--- src/rtl/bt_cmd_pkg.sv ---
// Shared constants, codes and FSM encoding for the Bluetooth command frame parser.
package bt_cmd_pkg;

  // ASCII framing characters
  localparam logic [7:0] SOF  = 8'h24;  // '$'
  localparam logic [7:0] EOF  = 8'h23;  // '#'
  localparam logic [7:0] SEP  = 8'h2A;  // '*'
  localparam logic [7:0] DIG0 = 8'h30;  // '0'
  localparam logic [7:0] DIG9 = 8'h39;  // '9'

  // Command codes
  localparam logic [2:0] CMD_STOP  = 3'd0;
  localparam logic [2:0] CMD_FWD   = 3'd1;
  localparam logic [2:0] CMD_BACK  = 3'd2;
  localparam logic [2:0] CMD_LEFT  = 3'd3;
  localparam logic [2:0] CMD_RIGHT = 3'd4;
  localparam logic [2:0] CMD_SPEED = 3'd5;

  // Error codes
  localparam logic [1:0] ERR_BAD_CHAR = 2'd0;
  localparam logic [1:0] ERR_TOO_MANY = 2'd1;
  localparam logic [1:0] ERR_TIMEOUT  = 2'd2;
  localparam logic [1:0] ERR_CHECKSUM = 2'd3;

  // Parser states; CHK and END are only reachable in the checksum build
  typedef enum logic [2:0] {
    ST_IDLE,
    ST_CMD,
    ST_DIG,
    ST_CHK,
    ST_END,
    ST_DONE
  } state_t;

  typedef struct packed {
    logic       valid;
    logic [2:0] code;
  } cmd_lookup_t;

  // Uppercase command letter to command code; valid=0 for anything else
  function automatic cmd_lookup_t letter_to_code(input logic [7:0] c);
    cmd_lookup_t r;
    r.valid = 1'b1;
    r.code  = CMD_STOP;
    case (c)
      8'h53:   r.code = CMD_STOP;   // 'S'
      8'h46:   r.code = CMD_FWD;    // 'F'
      8'h42:   r.code = CMD_BACK;   // 'B'
      8'h4C:   r.code = CMD_LEFT;   // 'L'
      8'h52:   r.code = CMD_RIGHT;  // 'R'
      8'h56:   r.code = CMD_SPEED;  // 'V'
      default: r.valid = 1'b0;
    endcase
    return r;
  endfunction

  function automatic logic is_digit(input logic [7:0] c);
    return (c >= DIG0) && (c <= DIG9);
  endfunction

endpackage

--- src/rtl/bt_cmd_ctrl_timeout.sv ---
// Inter-byte timeout: loadable down-counter. After a load, expire is raised on the
// TIMEOUT_CYC-th following cycle if no new load has happened and run stayed high.
module bt_timeout_cnt #(
  parameter int TIMEOUT_CYC = 1_000_000
) (
  input  logic clk,
  input  logic rst_n,
  input  logic load,
  input  logic run,
  output logic expire
);

  localparam int W = (TIMEOUT_CYC > 1) ? $clog2(TIMEOUT_CYC) : 1;
  localparam logic [W-1:0] RELOAD = W'(TIMEOUT_CYC - 1);

  logic [W-1:0] cnt_reg;

  // Reload on every consumed byte, otherwise count down to zero while running
  always_ff @(posedge clk or negedge rst_n) begin
    if (!rst_n) begin
      cnt_reg <= '0;
    end else if (load) begin
      cnt_reg <= RELOAD;
    end else if (run && (cnt_reg != '0)) begin
      cnt_reg <= cnt_reg - W'(1);
    end
  end

  assign expire = run && !load && (cnt_reg == '0);

endmodule

--- src/rtl/bt_cmd_ctrl.sv ---
// Frame parser/sequencer: turns "$<CMD><digits>#" byte streams into command strobes.
// Optional build macro BT_CMD_CHECKSUM_EN adds a "*K" mod-10 checksum before '#'.
import bt_cmd_pkg::*;

module bt_cmd_ctrl #(
  parameter int CLK_FREQ   = 50_000_000,
  parameter int TIMEOUT_MS = 20,
  parameter int MAX_DIGITS = 4
) (
  input  logic        clk,
  input  logic        rst_n,
  input  logic        rx_done,
  input  logic [7:0]  data,
  output logic        cmd_valid,
  output logic [2:0]  cmd_code,
  output logic [15:0] cmd_value,
  output logic        err,
  output logic [1:0]  err_code,
  output logic        busy
);

  localparam int TIMEOUT_CYC = CLK_FREQ / 1000 * TIMEOUT_MS;
  localparam logic [2:0] MAX_D = 3'(MAX_DIGITS);

  state_t       state_reg, state_next;
  logic [13:0]  acc_reg, acc_next;
  logic [2:0]   cnt_reg, cnt_next;
  logic [2:0]   pend_code_reg, pend_code_next;
  logic         cmd_valid_reg, err_reg;
  logic [2:0]   cmd_code_reg;
  logic [15:0]  cmd_value_reg;
  logic [1:0]   err_code_reg;

  logic         tmo_load, tmo_expire;
  logic         err_fire, done_fire;
  logic [1:0]   err_kind;
  logic [3:0]   dig_val;
  cmd_lookup_t  lookup;

`ifdef BT_CMD_CHECKSUM_EN
  logic [3:0]   sum_reg, sum_next, sum_inc;
  logic [4:0]   sum_tmp;
`endif

  bt_timeout_cnt #(
    .TIMEOUT_CYC (TIMEOUT_CYC)
  ) u_timeout (
    .clk    (clk),
    .rst_n  (rst_n),
    .load   (tmo_load),
    .run    (state_reg != ST_IDLE),
    .expire (tmo_expire)
  );

  // Parser state and frame accumulators
  always_ff @(posedge clk or negedge rst_n) begin
    if (!rst_n) begin
      state_reg     <= ST_IDLE;
      acc_reg       <= '0;
      cnt_reg       <= '0;
      pend_code_reg <= CMD_STOP;
`ifdef BT_CMD_CHECKSUM_EN
      sum_reg       <= '0;
`endif
    end else begin
      state_reg     <= state_next;
      acc_reg       <= acc_next;
      cnt_reg       <= cnt_next;
      pend_code_reg <= pend_code_next;
`ifdef BT_CMD_CHECKSUM_EN
      sum_reg       <= sum_next;
`endif
    end
  end

  // Next-state logic: one byte is examined per rx_done; a byte beats a same-cycle timeout
  always_comb begin
    state_next     = state_reg;
    acc_next       = acc_reg;
    cnt_next       = cnt_reg;
    pend_code_next = pend_code_reg;
    tmo_load       = 1'b0;
    err_fire       = 1'b0;
    err_kind       = ERR_BAD_CHAR;
    done_fire      = 1'b0;
    lookup         = letter_to_code(data);
    dig_val        = 4'(data - DIG0);
`ifdef BT_CMD_CHECKSUM_EN
    sum_next       = sum_reg;
    sum_tmp        = {1'b0, sum_reg} + {1'b0, dig_val};
    sum_inc        = (sum_tmp >= 5'd10) ? 4'(sum_tmp - 5'd10) : sum_tmp[3:0];
`endif

    case (state_reg)
      ST_IDLE: begin
        if (rx_done && (data == SOF)) begin
          state_next = ST_CMD;
          acc_next   = '0;
          cnt_next   = '0;
          tmo_load   = 1'b1;
`ifdef BT_CMD_CHECKSUM_EN
          sum_next   = '0;
`endif
        end
      end

      ST_CMD: begin
        if (rx_done) begin
          tmo_load = 1'b1;
          if (lookup.valid) begin
            pend_code_next = lookup.code;
            state_next     = ST_DIG;
          end else if (data != SOF) begin
            err_fire   = 1'b1;
            state_next = ST_IDLE;
          end
        end else if (tmo_expire) begin
          err_fire   = 1'b1;
          err_kind   = ERR_TIMEOUT;
          state_next = ST_IDLE;
        end
      end

      ST_DIG: begin
        if (rx_done) begin
          tmo_load = 1'b1;
          if (is_digit(data)) begin
            if (cnt_reg < MAX_D) begin
              acc_next = acc_reg * 14'd10 + {10'd0, dig_val};
              cnt_next = cnt_reg + 3'd1;
`ifdef BT_CMD_CHECKSUM_EN
              sum_next = sum_inc;
`endif
            end else begin
              err_fire   = 1'b1;
              err_kind   = ERR_TOO_MANY;
              state_next = ST_IDLE;
            end
          end else if (data == SOF) begin
            // Restart: a fresh '$' abandons the partial frame silently
            state_next = ST_CMD;
            acc_next   = '0;
            cnt_next   = '0;
`ifdef BT_CMD_CHECKSUM_EN
            sum_next   = '0;
          end else if ((data == SEP) && (cnt_reg != 3'd0)) begin
            state_next = ST_CHK;
`else
          end else if ((data == EOF) && (cnt_reg != 3'd0)) begin
            state_next = ST_DONE;
`endif
          end else begin
            err_fire   = 1'b1;
            state_next = ST_IDLE;
          end
        end else if (tmo_expire) begin
          err_fire   = 1'b1;
          err_kind   = ERR_TIMEOUT;
          state_next = ST_IDLE;
        end
      end

`ifdef BT_CMD_CHECKSUM_EN
      ST_CHK: begin
        if (rx_done) begin
          tmo_load   = 1'b1;
          state_next = ST_IDLE;
          err_fire   = 1'b1;
          if (!is_digit(data)) begin
            err_kind = ERR_BAD_CHAR;
          end else if (dig_val != sum_reg) begin
            err_kind = ERR_CHECKSUM;
          end else begin
            err_fire   = 1'b0;
            state_next = ST_END;
          end
        end else if (tmo_expire) begin
          err_fire   = 1'b1;
          err_kind   = ERR_TIMEOUT;
          state_next = ST_IDLE;
        end
      end

      ST_END: begin
        if (rx_done) begin
          tmo_load = 1'b1;
          if (data == EOF) begin
            state_next = ST_DONE;
          end else begin
            err_fire   = 1'b1;
            state_next = ST_IDLE;
          end
        end else if (tmo_expire) begin
          err_fire   = 1'b1;
          err_kind   = ERR_TIMEOUT;
          state_next = ST_IDLE;
        end
      end
`endif

      ST_DONE: begin
        done_fire  = 1'b1;
        state_next = ST_IDLE;
      end

      default: state_next = ST_IDLE;
    endcase
  end

  // Registered result/error strobes; codes and value hold until the next strobe
  always_ff @(posedge clk or negedge rst_n) begin
    if (!rst_n) begin
      cmd_valid_reg <= 1'b0;
      cmd_code_reg  <= '0;
      cmd_value_reg <= '0;
      err_reg       <= 1'b0;
      err_code_reg  <= '0;
    end else begin
      cmd_valid_reg <= done_fire;
      err_reg       <= err_fire;
      if (done_fire) begin
        cmd_code_reg  <= pend_code_reg;
        cmd_value_reg <= {2'b00, acc_reg};
      end
      if (err_fire) begin
        err_code_reg <= err_kind;
      end
    end
  end

  assign cmd_valid = cmd_valid_reg;
  assign cmd_code  = cmd_code_reg;
  assign cmd_value = cmd_value_reg;
  assign err       = err_reg;
  assign err_code  = err_code_reg;
  assign busy      = (state_reg != ST_IDLE);

endmodule

--- config.mk ---
export PLATFORM = sky130hd
export DESIGN_NAME = bt_cmd_ctrl
export DESIGN_NICKNAME = d
export VERILOG_FILES = /design/src/rtl/bt_cmd_pkg.sv /design/src/rtl/bt_cmd_ctrl_timeout.sv /design/src/rtl/bt_cmd_ctrl.sv
export SDC_FILE = /design/constraint.sdc
export NUM_CORES = 1
export LEC_CHECK = 0
export CAP_MARGIN = 20
export CORE_ASPECT_RATIO = 1.4
export CORE_MARGIN = 2
export CORE_UTILIZATION = 58
export DETAILED_ROUTE_END_ITERATION = 10
export PLACE_DENSITY_LB_ADDON = 0.12
export SKIP_LAST_GASP = 1
export SLEW_MARGIN = 20
export SYNTH_ARGS = -nofsm -noshare
export SYNTH_HDL_FRONTEND = slang
export SYNTH_SLANG_ARGS = --single-unit
--- constraint.sdc ---
create_clock -name clk -period 3.6 [get_ports clk]
set_input_delay 1.08 -clock clk [delete_from_list [all_inputs] [get_ports clk]]
set_output_delay 1.08 -clock clk [all_outputs]
set_load 0.005 [all_outputs]
==> reports/results.txt, run 1 <==
Cell count after synthesis = 411
Min Tclk post-route = 3120 ps
Clk Tree Root Cell = clkbuf_8
Worst reg-to-reg setup slack = 710 ps
Antenna Cells = 0
Layout cells sized above 1 = 9.430%
Filler Cells Inserted = 535
Crit path buffers/inverters = 3
Final Hold Fails = 0
P_sw = 0.5010 mW
Inst Count DP = 514
NumNets Final = 490
WL per Instance = 15.34 um
R2R Path End = acc_reg[13]
Area delta synth->final = 16.78%
Via count = 2997
Vias in the first global route = 2956
Final Cycle Share = 86.68%
Reg2reg path depth = 10
CTS clk-pin slew, worst paths = 70 ps
Die W = 72.77 um
Logic gate share of total power = 13.0%
P_int = 1.317 mW
Post-synth EDFFs = 0
Async S/R FF share, synth = 100.0%
CP endpoint kind = register
Worst path cell trace = clkdlybuf4s50_1, ha_1, inv_1, fa_1, nor2b_1, o2111ai_1, inv_1, and4_1, and4_1, mux2i_1, nand4_1
Drt via density = 5.655
Initial antenna violation count = 0
CTS Buffer Depth = 2
CTS resizes = 0
First-pass GRT wire length = 13.88 mm
Initial core utilization = 59.25%
DRC Markers = 0
Status = complete, no violations
Hold EP = cmd_value[8]
Clock Skew = 10.61 ps
Clock Latency Late Sink = 350 ps
Crit path launch type = primary input
Post-Syn Area = 0.003840 mm2
Crit-path max FO = 3
Total wire length = 8.130 mm
Pin count of the biggest net entering global routing = 65
Slew @ Worst Pin = 820.7 ps
Drt initial violations = 220
Non-Filler Instances = 530
Max Freq = 320.5 MHz
Crit-path slowest cell = clkdlybuf4s50_1
Core area = 0.006481 mm2
Yosys reg bits = 64
Placer congestion estimate = 0.8318
Die footprint = 0.007297 mm2
Dpl hpwl = 5.942 mm
Hold slack = 475.9 ps
CP delay by family, top = simple AND/OR/NAND/NOR gates
Switching part of the total power = 27.56%
Max-cap violations = 0
HP Class = reg2reg
PortBufs = 32
Slew HR = 45.29%
Crit Path Class = in2reg
Leakage power = 2.045 nW
Fin. max-slew vios = 0
Die Y = 100.3 um
Worst setup path start = data[1]
Grt total ovfl = 0
Yosys cell types = 58
Worst VDD drop = 0.3078 mV
Final Setup Violations = 0
Synth Flop Type = dfrtp_1
Register area share after synthesis = 41.71%
Mapped Avg Cell Area = 9.343 um2
Clk pwr share = 38.3%
Hold depth = 2
Power Dens Cells = 405.4 mW/mm2
Cell depth of the worst setup path = 11
Postcts setup bufs = 0
I/O pin total = 35
Row count = 35
First-pass DRT Iterations = 4
Antenna Violating Nets Remaining = 0
RSZ-0062 raised after global routing = no
Worst EP required = 3830 ps
YS warnings = 0
GRT Total Usage = 24.65%
CTS Hold Buffers Added = 0
Total CTS buffers = 9
Hold Startpoint = cmd_value[8]
Sequential Power Share = 48.7%
CTS tree = done
Clock Sinks = 64
Crit-path max cell delay = 490 ps
H-tree depth = 3
Max reg flops = 20
CP arrival = 3350 ps
Setup TNS = 0 ps
Core Util, Final = 69.19%
Worst r2r src = acc_reg[3]
-- logic make-up (layout without fill, tap and decap cells) --
| kind of cell | count (synthesis) | after routing | synth area share [%] |
|---|---|---|---|
| other cells | 1 | 2 | 0.09766 |
| buf+inv | 29 | 73 | 3.226 |
| compound gates | 68 | 68 | 11.05 |
| simple gates | 180 | 180 | 24.96 |
| flops | 64 | 64 | 41.71 |
| mux | 2 | 2 | 0.5539 |
| xor+xnor | 39 | 39 | 8.895 |
| fa+ha+maj | 28 | 28 | 9.514 |
-- layout make-up --
| cell class | instances | area, um2 | share of cell area [%] |
|---|---|---|---|
| Tap cell | 74 | 92.59 | 2.065 |
| Clock buffer | 11 | 141.4 | 3.153 |
| Multi-Input combinational cell | 319 | 2118 | 47.24 |
| Inverter | 14 | 52.55 | 1.172 |
| Clock inverter | 5 | 80.08 | 1.786 |
| Timing Repair Buffer | 43 | 397.9 | 8.873 |
| Sequential cell | 64 | 1602 | 35.71 |
-- power by group through the flow --
stage	Combinational [mW]	Clock (mW)	Sequential, mW
final	0.236	0.696	0.886
after global routing	0.264	0.741	0.895
after CTS	0.239	0.704	0.885
after detailed placement	0.235	0	0.898
after global placement	0.224	0	0.893
after floorplan	0.151	0	0.878
-- cells in the mapped netlist (2+ instances only) --
master,number,area [um2]
dfrtp_1,64,1602
clkbuf_1,10,37.54
o22ai_1,3,18.77
ha_1,26,325.3
a211oi_1,2,15.01
nor4_1,3,18.77
xnor2_1,25,219.0
xor2_1,14,122.6
or3_1,2,12.51
nand4_1,3,18.77
and4_1,5,43.79
nor3_1,7,35.03
or2_2,2,12.51
nand2b_1,5,31.28
or4_4,4,45.04
buf_4,2,15.01
nand2_1,92,345.3
nand3_1,9,45.04
buf_1,2,7.510
fa_1,2,40.04
nor2_1,18,67.56
o21ai_0,23,115.1
o31ai_1,2,15.01
inv_1,14,52.55
a22o_1,5,43.79
a21oi_1,15,75.07
nand3b_1,4,30.03
nor2b_1,5,31.28
o211ai_1,4,30.03
nor4_4,2,42.54
o21bai_1,2,15.01
a21o_1,5,37.54
nor3b_1,5,37.54
-- per-stage QoR --
stage,setup slack [ps],cell area [um2],power [mW]
floorplan,613.6,3844,1.030
detailed placement,101.8,4263,1.133
CTS,474.2,4484,1.828
finish,479.7,4484,1.818
global route,330.0,4484,1.900
global placement,176.5,4263,1.116
-- worst max-delay path by stage --
stage                        to
detailed placement  acc_reg[13]
global route        acc_reg[13]
global placement    acc_reg[13]
floorplan           acc_reg[13]
CTS                 acc_reg[13]
finish              acc_reg[13]
-- worst min-delay path, stage by stage (launching register included) --
cell and delay (ps):
dfrtp_1 340, nand2_1 50, nand2_1 50
-- metal layers --
metal | up-vias | part of all wire [%] | wire length [um] | track usage, %
met1 | 1452 | 42 | 3416 | 28.59
met4 | 0 | 1.5 | 123 | 7.977
met5 | - | 0 | 0 | 0
met2 | 43 | 54 | 4368 | 44.27
met3 | 10 | 2.7 | 222 | 5.522
li1 | 1492 | - | - | -
-- placed cells by master (no fill, tap or decap), drive strengths merged, types with 3 or more instances in the layout --
cell,Yosys,routed
dfrtp,64,64
ha,26,26
clkdlybuf4s50,0,31
clkbuf,10,11
and4,5,5
nor4,5,5
xor2,14,14
nor2b,5,5
nand2,93,93
a22o,5,5
buf,5,12
inv,14,14
nor2,18,18
nand3b,4,4
or4,5,5
nand4,3,3
o211ai,4,4
o21ai,23,23
nand2b,5,5
a21oi,15,15
nand3,9,9
nor3b,7,7
xnor2,25,25
o22ai,3,3
a21o,5,5
nor3,9,9
No activity file was read; power rests on OpenSTA's default activity.
==> run 2: changes to the inputs <==
Settings changed: GPL_ROUTABILITY_DRIVEN set to 1.
Clock period 3.6 ns to 3.56 ns, I/O delays scaled along.
==> run 2 against run 1 <==
Against the previous run: final cell count did not move; critical endpoint unchanged; non-clock buffer count did not move; utilization rose by 0.14 points; global-route usage rose by 0.64 points; sequential power grew 1%; via count increased by 1.4%; clock skew shrank 1.4 ps; critical path depth is the same; count of clock-buffer cells in the layout did not move; worst hold slack got worse by 2.7 ps; die area stayed put.
==> reports/results.txt, run 2 (synthesis results as in run 1) <==
Status = complete, no violations
Leakage power = 2.059 nW (+0.67%)
Initial core utilization = 59.25% (unchanged)
Slew HR = 45.19% (-0.10 points)
CTS Buffer Depth = 2 (unchanged)
Total wire length = 8.200 mm (+0.86%)
Postcts setup bufs = 0 (unchanged)
DRC Markers = 0 (unchanged)
Reg2reg path depth = 10 (unchanged)
Layout cells sized above 1 = 9.649% (+0.22 points)
Crit Path Class = in2reg
Drt initial violations = 190 (-14%)
Area delta synth->final = 17.01%
Non-Filler Instances = 530 (unchanged)
Antenna Violating Nets Remaining = 0 (unchanged)
Clock Latency Late Sink = 350 ps (about the same)
Worst EP required = 3770 ps (-60 ps)
Clk Tree Root Cell = clkbuf_8
First-pass GRT wire length = 14.37 mm (+3.5%)
Inst Count DP = 514 (unchanged)
Initial antenna violation count = 0 (unchanged)
CTS tree = done
Final Hold Fails = 0 (unchanged)
Fin. max-slew vios = 0 (unchanged)
Clock Skew = 9.237 ps (-1.375 ps)
Core area = 0.006481 mm2 (unchanged)
Tot Pwr = 1.855 mW (+2.1%)
GRT Total Usage = 25.29% (+0.64 points)
H-tree depth = 3 (unchanged)
Die Y = 100.3 um (unchanged)
Power Dens Cells = 412.9 mW/mm2 (+1.9%)
Hold depth = 2 (unchanged)
Pin count of the biggest net entering global routing = 65 (unchanged)
HP Class = reg2reg
Hold slack = 473.2 ps (-2.683 ps)
Die W = 72.77 um (unchanged)
Final Setup Violations = 0 (unchanged)
Max-cap violations = 0 (unchanged)
Dpl hpwl = 5.943 mm (about the same)
CTS resizes = 0 (unchanged)
Slew @ Worst Pin = 822.2 ps (+1.548 ps)
Die footprint = 0.007297 mm2 (unchanged)
Max Freq = 315.1 MHz
Clock Sinks = 64 (unchanged)
Row count = 35 (unchanged)
Max reg flops = 20 (unchanged)
CP arrival = 3390 ps (+40 ps)
Antenna Cells = 0 (unchanged)
Setup TNS = 0 ps (unchanged)
Commonest non-fill, non-tap cell in the layout = nand2_1
CTS Hold Buffers Added = 0 (unchanged)
CP endpoint kind = register
I/O pin total = 35 (unchanged)
RSZ-0062 raised after global routing = no
PortBufs = 32 (unchanged)
Grt total ovfl = 0 (unchanged)
Worst VDD drop = 0.2565 mV (-17%)
Min Tclk post-route = 3174 ps
Worst slack, placed = 47.99 ps (-53.85 ps)
NumNets Final = 490 (unchanged)
WL per Instance = 15.47 um (+0.86%)
Total CTS buffers = 9 (unchanged)
Crit-path max FO = 3 (unchanged)
Via count = 3039 (+1.4%)
Placer congestion estimate = 0.8313 (about the same)
Crit path launch type = primary input
First-pass DRT Iterations = 4 (unchanged)
Core Util, Final = 69.32% (+0.14 points)
Commonest non-fill, non-tap cells in the layout = nand2_1, dfrtp_1, clkdlybuf4s50_1
Design area = 0.004493 mm2 (+0.20%)
Final Cycle Share = 89.16%
DP Area = 0.004263 mm2 (unchanged)
Final worst-path setup slack = 386.0 ps (-93.71 ps)
Vias in the first global route = 3138 (+6.2%)
CTS clk-pin slew, worst paths = 70 ps (about the same)
Drt via density = 5.734 (+1.4%)
## run 2: path summary, 6_finish.rpt
| kind | from | to | slack, ps |
|---|---|---|---|
| setup reg to reg | acc_reg[1] | acc_reg[13] | 550 |
| setup / recovery | data[1] | acc_reg[13] | 390 |
| max in group asynchronous | rst_n | cmd_value[11] | 2120 |
| min in group asynchronous | rst_n | cmd_code[0] | 880 |
| hold reg to reg | cmd_value[8] | cmd_value[8] | 470 |
| hold / removal | cmd_value[8] | cmd_value[8] | 470 |
## run 2: cell type report
type                            instances  area [um2]
Clock buffer                           11       151.4
Inverter                               14       52.55
Multi-Input combinational cell        319        2118
Fill cell                             519        1988
Timing Repair Buffer                   43       397.9
Sequential cell                        64        1602
Clock inverter                          5       78.83
Tap cell                               74       92.59
## run 2: per-layer routing
metal	up-vias	global-route usage (%)	part of all wire, %
li1	1503	-	-
met1	1482	29.28	40
met2	39	45.66	56
met3	15	4.819	2.3
met4	0	8.974	1.9
met5	-	0	0
## run 2: critical path: stages
cell and delay (ps):
clkdlybuf4s50_1 500, ha_1 170, inv_1 50, fa_1 390, nor2b_1 180, o2111ai_1 120
inv_1 120, and4_1 180, and4_1 250, mux2i_1 230, nand4_1 120
## run 2: power by group
part / total, mW / internal [mW] / leakage, nW / switching (mW)
Combinational: 0.235 / 0.119 / 1.12 / 0.116
Sequential: 0.895 / 0.801 / 0.825 / 0.0944
Clock: 0.725 / 0.431 / 0.119 / 0.294
Total: 1.86 / 1.35 / 2.06 / 0.505
